**config.mk**
```make
export PLATFORM = sky130hd
export DESIGN_NAME = sphere_hit_sched
export DESIGN_NICKNAME = d
export VERILOG_FILES = /design/src/rtl/sphere_hit_sched.sv
export SDC_FILE = /design/constraint.sdc
export NUM_CORES = 1
export LEC_CHECK = 0
export ABC_AREA = 1
export BUFFER_PORTS_ARGS = -buffer_cell sky130_fd_sc_hd__buf_2
export CAP_MARGIN = 20
export CORE_MARGIN = 2
export CORE_UTILIZATION = 45
export DETAILED_ROUTE_END_ITERATION = 10
export HOLD_SLACK_MARGIN = 0.1
export PLACE_DENSITY = 0.67
export SLEW_MARGIN = 10
export SYNTH_ARGS = -nofsm -noshare
export SYNTH_HDL_FRONTEND = slang
export SYNTH_SLANG_ARGS = --single-unit
```
**constraint.sdc**
```tcl
create_clock -name Clk -period 2.95 [get_ports Clk]
set_input_delay 0.4425 -clock Clk [delete_from_list [all_inputs] [get_ports Clk]]
set_output_delay 0.4425 -clock Clk [all_outputs]
set_load 0.1 [all_outputs]
```
**src/rtl/sphere_hit_sched.sv**
```systemverilog
// Per-frame scan controller: offers spheres 0..3 to the intersection tester,
// collects hits into a pending mask and returns one hit per frame to sphere_reg_4.
`timescale 1ns/1ps
module sphere_hit_sched #(
  parameter int SCORE_W = 16,
  parameter int MISS_W  = 8
) (
  input  logic               Clk,
  input  logic               Reset,
  input  logic               Frame_Clk,
  output logic [1:0]         Read_index,
  output logic               Test_valid,
  output logic [1:0]         Test_index,
  input  logic               Test_ready,
  input  logic               Result_valid,
  input  logic               Result_hit,
  input  logic [1:0]         Result_index,
  input  logic [3:0]         Dropped,
  output logic               Hit,
  output logic [1:0]         Hit_index,
  output logic [SCORE_W-1:0] Score,
  output logic [MISS_W-1:0]  Misses,
  output logic               Busy,
  output logic               Overrun
);

  typedef enum logic [2:0] {IDLE, ADDR, WAIT, OFFER, DRAIN} state_t;

  state_t      state, state_n;
  logic        fc_old;
  logic        fe;
  logic [1:0]  idx;
  logic [2:0]  rcnt;
  logic [3:0]  pending, pending_n;
  logic [3:0]  set_vec, clr_vec;
  logic [1:0]  low_idx;
  logic [2:0]  drop_cnt;
  logic [MISS_W:0] miss_sum;

  // fc_old starts high so a Frame_Clk already high at release is not an edge.
  assign fe = Frame_Clk && !fc_old;

  // NOTE: every sequential block uses non-blocking assignments and an async
  // reset branch; blocking here would create order-dependent simulation races.
  always_ff @(posedge Clk or posedge Reset) begin
    if (Reset) state <= IDLE;
    else       state <= state_n;
  end

  always_comb begin
    // NOTE: default first so no path through the case leaves state_n unassigned (no latch).
    state_n = state;
    unique case (state)
      IDLE:    if (fe) state_n = ADDR;
      ADDR:    state_n = WAIT;
      WAIT:    state_n = OFFER;
      OFFER:   if (Test_ready) state_n = (idx == 2'd3) ? DRAIN : ADDR;
      DRAIN:   if (rcnt >= 3'd4) state_n = IDLE;
      default: state_n = IDLE;
    endcase
  end

  always_comb begin
    Busy       = (state != IDLE);
    Test_valid = (state == OFFER);
    Test_index = idx;
    Read_index = idx;
  end

  always_ff @(posedge Clk or posedge Reset) begin
    if (Reset) begin
      fc_old <= 1'b1;
      idx    <= 2'd0;
      rcnt   <= 3'd0;
    end else begin
      fc_old <= Frame_Clk;
      if (state == IDLE && fe)
        idx <= 2'd0;
      else if (state == OFFER && Test_ready && idx != 2'd3)
        idx <= idx + 2'd1;
      // Stray results beyond four saturate rather than wrap back below the drain threshold.
      if (state == IDLE && fe)
        rcnt <= 3'd0;
      else if (Result_valid && state != IDLE && rcnt != 3'd7)
        rcnt <= rcnt + 3'd1;
    end
  end

  // Clear beats set: a consumed or dropped sphere has just respawned.
  always_comb begin
    set_vec = '0;
    clr_vec = '0;
    if (Result_valid && Result_hit && state != IDLE) set_vec[Result_index] = 1'b1;
    if (fe) begin
      clr_vec = Dropped;
      if (Hit) clr_vec[Hit_index] = 1'b1;
    end
    pending_n = (pending | set_vec) & ~clr_vec;
    low_idx = 2'd0;
    if      (pending_n[0]) low_idx = 2'd0;
    else if (pending_n[1]) low_idx = 2'd1;
    else if (pending_n[2]) low_idx = 2'd2;
    else if (pending_n[3]) low_idx = 2'd3;
    drop_cnt = {2'b0, Dropped[0]} + {2'b0, Dropped[1]} +
               {2'b0, Dropped[2]} + {2'b0, Dropped[3]};
    miss_sum = {1'b0, Misses} + (MISS_W+1)'(drop_cnt);
  end

  always_ff @(posedge Clk or posedge Reset) begin
    if (Reset) begin
      pending   <= '0;
      Hit       <= 1'b0;
      Hit_index <= 2'd0;
      Score     <= '0;
      Misses    <= '0;
      Overrun   <= 1'b0;
    end else begin
      pending   <= pending_n;
      Hit       <= |pending_n;
      Hit_index <= low_idx;
      if (fe) begin
        if (Hit && Score != '1) Score <= Score + 1'b1;
        Misses <= miss_sum[MISS_W] ? '1 : miss_sum[MISS_W-1:0];
        if (state != IDLE) Overrun <= 1'b1;
      end
    end
  end

endmodule

```
==> flow_summary.json <==
{
  "status": "complete, no violations",
  "die_w_microns": 76.4,
  "tns_ps": 0,
  "crit_chain": "buf_2, fa_1, inv_1, fa_1, inv_1, fa_1, nand2_1, inv_1, nand3_1, xor2_1, nand2_1",
  "io_buffers": 45,
  "r2r-end": "Misses[1]",
  "num_io_pins": 46,
  "fin_nets": 377,
  "drc_errors": 0,
  "area_growth_syn_to_layout_pct": 16.8,
  "drt_pass1_iterations": 4,
  "fin_area_sq_um": 2760,
  "grt.overflow.total": 0,
  "drive_above_1_share": 0.185,
  "grt_pass1_wl_microns": 8310,
  "cts_buffers": 5,
  "ant_nets": 0,
  "rrSetupSlack_ps": 1180,
  "grt_pass1_vias": 1906,
  "final_max_slew_viol_count": 0,
  "worstPathArrival_ps": 2270,
  "layout_min_cycle_time_ps": 2090,
  "startpoint_type": "primary input",
  "wl_per_cell_microns": 10.8,
  "htreeDepth": 2,
  "cts.clk_slew.worst_paths_ps": 80,
  "cts.root.buffer_cell": "clkbuf_8",
  "initialDrtViolationCount": 74,
  "grtUsageTotal": 0.173,
  "place_area_sq_um": 2640,
  "die_y_microns": 76.4,
  "synth_nets": 329,
  "critical_path_class": "primary input to flop",
  "worst_ep_required_time_ps": 3130,
  "cts_tree": "built",
  "yosysTopAreaCellShare": 0.424,
  "n_antenna_cell": 0,
  "wirelength_microns": 4600,
  "hold_violations": 0,
  "yosys_warnings": 0,
  "antenna_found_initial": 0,
  "coreArea_sq_um": 5070,
  "gp_congestion": 0.848,
  "min_path_type": "primary input to asynchronous set/reset pin",
  "ir_worst_vdd_mv": 0.605,
  "finClkSkew_ps": 7.48,
  "relSlewSlack": 0.652,
  "fmax_mhz": 479,
  "leakagePower_nw": 1.46,
  "cts_setup_buffers": 0,
  "fin_crit_sh": 0.708,
  "end_kind": "flop",
  "netlist_area_sq_um": 2360,
  "start_util": 0.465,
  "vias": 2044,
  "rsz0062_at_grt": "no",
  "yosysSeqAreaShare": 0.435,
  "holdBufCountCts": 0,
  "netlist_instances": 308,
  "fp-row-count": 26,
  "setup-violations-final": 0,
  "cts.sinks": 41,
  "viasPerCell": 4.79,
  "synth.distinct_cells": 27,
  "grt_max_degree": 42,
  "avgSynthCellArea_sq_um": 7.66,
  "drv_cap": 0,
  "place_hpwl_microns": 3510,
  "power_density_nw_per_um2": 1070,
  "cp_slowest_cell": "fa_1",
  "yosysTopAreaCell": "dfrtp_1",
  "clockBufferDepth": 2,
  "max_stage_delay_ps": 520,
  "cts.repair.resized": 0,
  "synth_area_leaders": "dfrtp_1 (42%), nand2_1 (15%), inv_1 (8.1%)",
  "rr_worst_depth": 8,
  "tightest_slew_ps": 522,
  "reg2reg_from": "Misses[0]",
  "clock_latency_ps": 290,
  "cp_max_fo": 5,
  "die-area_sq_um": 5840,
  "synth-seq-cells": 41
}
## area by class of cell
type | instances | area [sq um]
fill | 518 | 2320
multi-input combinational | 211 | 1100
sequential | 41 | 1030
timing repair buffer | 46 | 233
inverter | 51 | 191
tap | 70 | 87.6
clock buffer | 5 | 68.8
clock inverter | 3 | 46.3
## placed cells by master, fill, tap and decap left out, types with 3 or more instances in the layout
cell      count
nand3b_1      5
fa_1          3
o21ai_0      19
xnor2_1       6
dfrtp_1      40
inv_1        51
nand2_2       3
ha_1          6
nor2_1       22
nand2_1      92
buf_2        45
nand4_1       4
nand3_1      28
clkbuf_8      5
nor3_1        5
a21oi_1       6
## synth_stat cells
master    count
nor2_1       22
nor2_4        1
buf_4         3
dfrtp_1      40
nor3_1        5
dfstp_2       1
fa_1          3
nand3_1      28
buf_6         1
xnor2_1       6
a21oi_1       6
or2_2         1
nand3b_1      5
nand2_1      92
nand4_2       2
inv_1        51
nor2_2        2
xor2_1        2
o21ai_0      19
o211ai_1      1
nand4_1       4
nor3_2        1
nand3_4       1
ha_1          6
nand2_2       3
buf_2         1
o21bai_1      1
## metrics by stage
stage	hold WS, ps	cells	setup slack, ps	power (W)	util
after global routing	253	427	700	0.00314	0.543
final	260	427	861	0.00295	0.543
after global placement	483	419	581	0.00250	0.520
after CTS	251	427	867	0.00298	0.543
after floorplan	447	308	621	0.00227	-
after detailed placement	489	419	561	0.00252	0.520
## power by group
| group | total [W] | switching, W | internal [W] |
|---|---|---|---|
| registers | 0.000888 | 0.000170 | 0.000719 |
| clock network | 0.000454 | 0.000200 | 0.000253 |
| logic | 0.00161 | 0.00133 | 0.000287 |
| total | 0.00295 | 0.00169 | 0.00126 |
## worst max-delay path, delay by kind of cell
family	cells	cell delay, ps
xor+xnor	1	140
fa+ha+maj	3	1060
buf+inv	4	350
simple gates	3	260
## cell families (layout without fill, tap and decap cells)
logic type                 count (synthesis)  in the layout  synth area share
and+or+nand+nor                          167            167             0.321
buffers and inverters                     56            105            0.0976
DFF                                       41             41             0.435
AOI/OAI and AO/OA                         27             27            0.0594
adders and majority gates                  9              9            0.0573
xor gates and xnor gates                   8              8            0.0297
## worst max-delay path by stage
stage / start / end
after global routing: Dropped[0] / Misses[1]
after CTS: Dropped[0] / Misses[4]
final: Dropped[0] / Misses[4]
after floorplan: Misses[0] / Misses[4]
after global placement: Dropped[0] / Misses[4]
after detailed placement: Dropped[0] / Misses[1]
## sequential cells by signal, summed over array words and instances, names as in the netlist, 2 cells and up
| name | count |
|---|---|
| Score | 16 |
| Read_index | 2 |
| rcnt | 3 |
| state | 3 |
| pending | 4 |
| Hit_index | 2 |
| Misses | 8 |
## layer usage
metal,wire length (microns),vias to the layer above,part of all wire,track usage
li1,-,1058,-,-
met1,2150,931,0.47,0.225
met2,2140,49,0.47,0.286
met3,232,6,0.050,0.0379
met4,65,0,0.014,0.0618
met5,0,-,0,0
No activity file was read; power rests on OpenSTA's default activity.
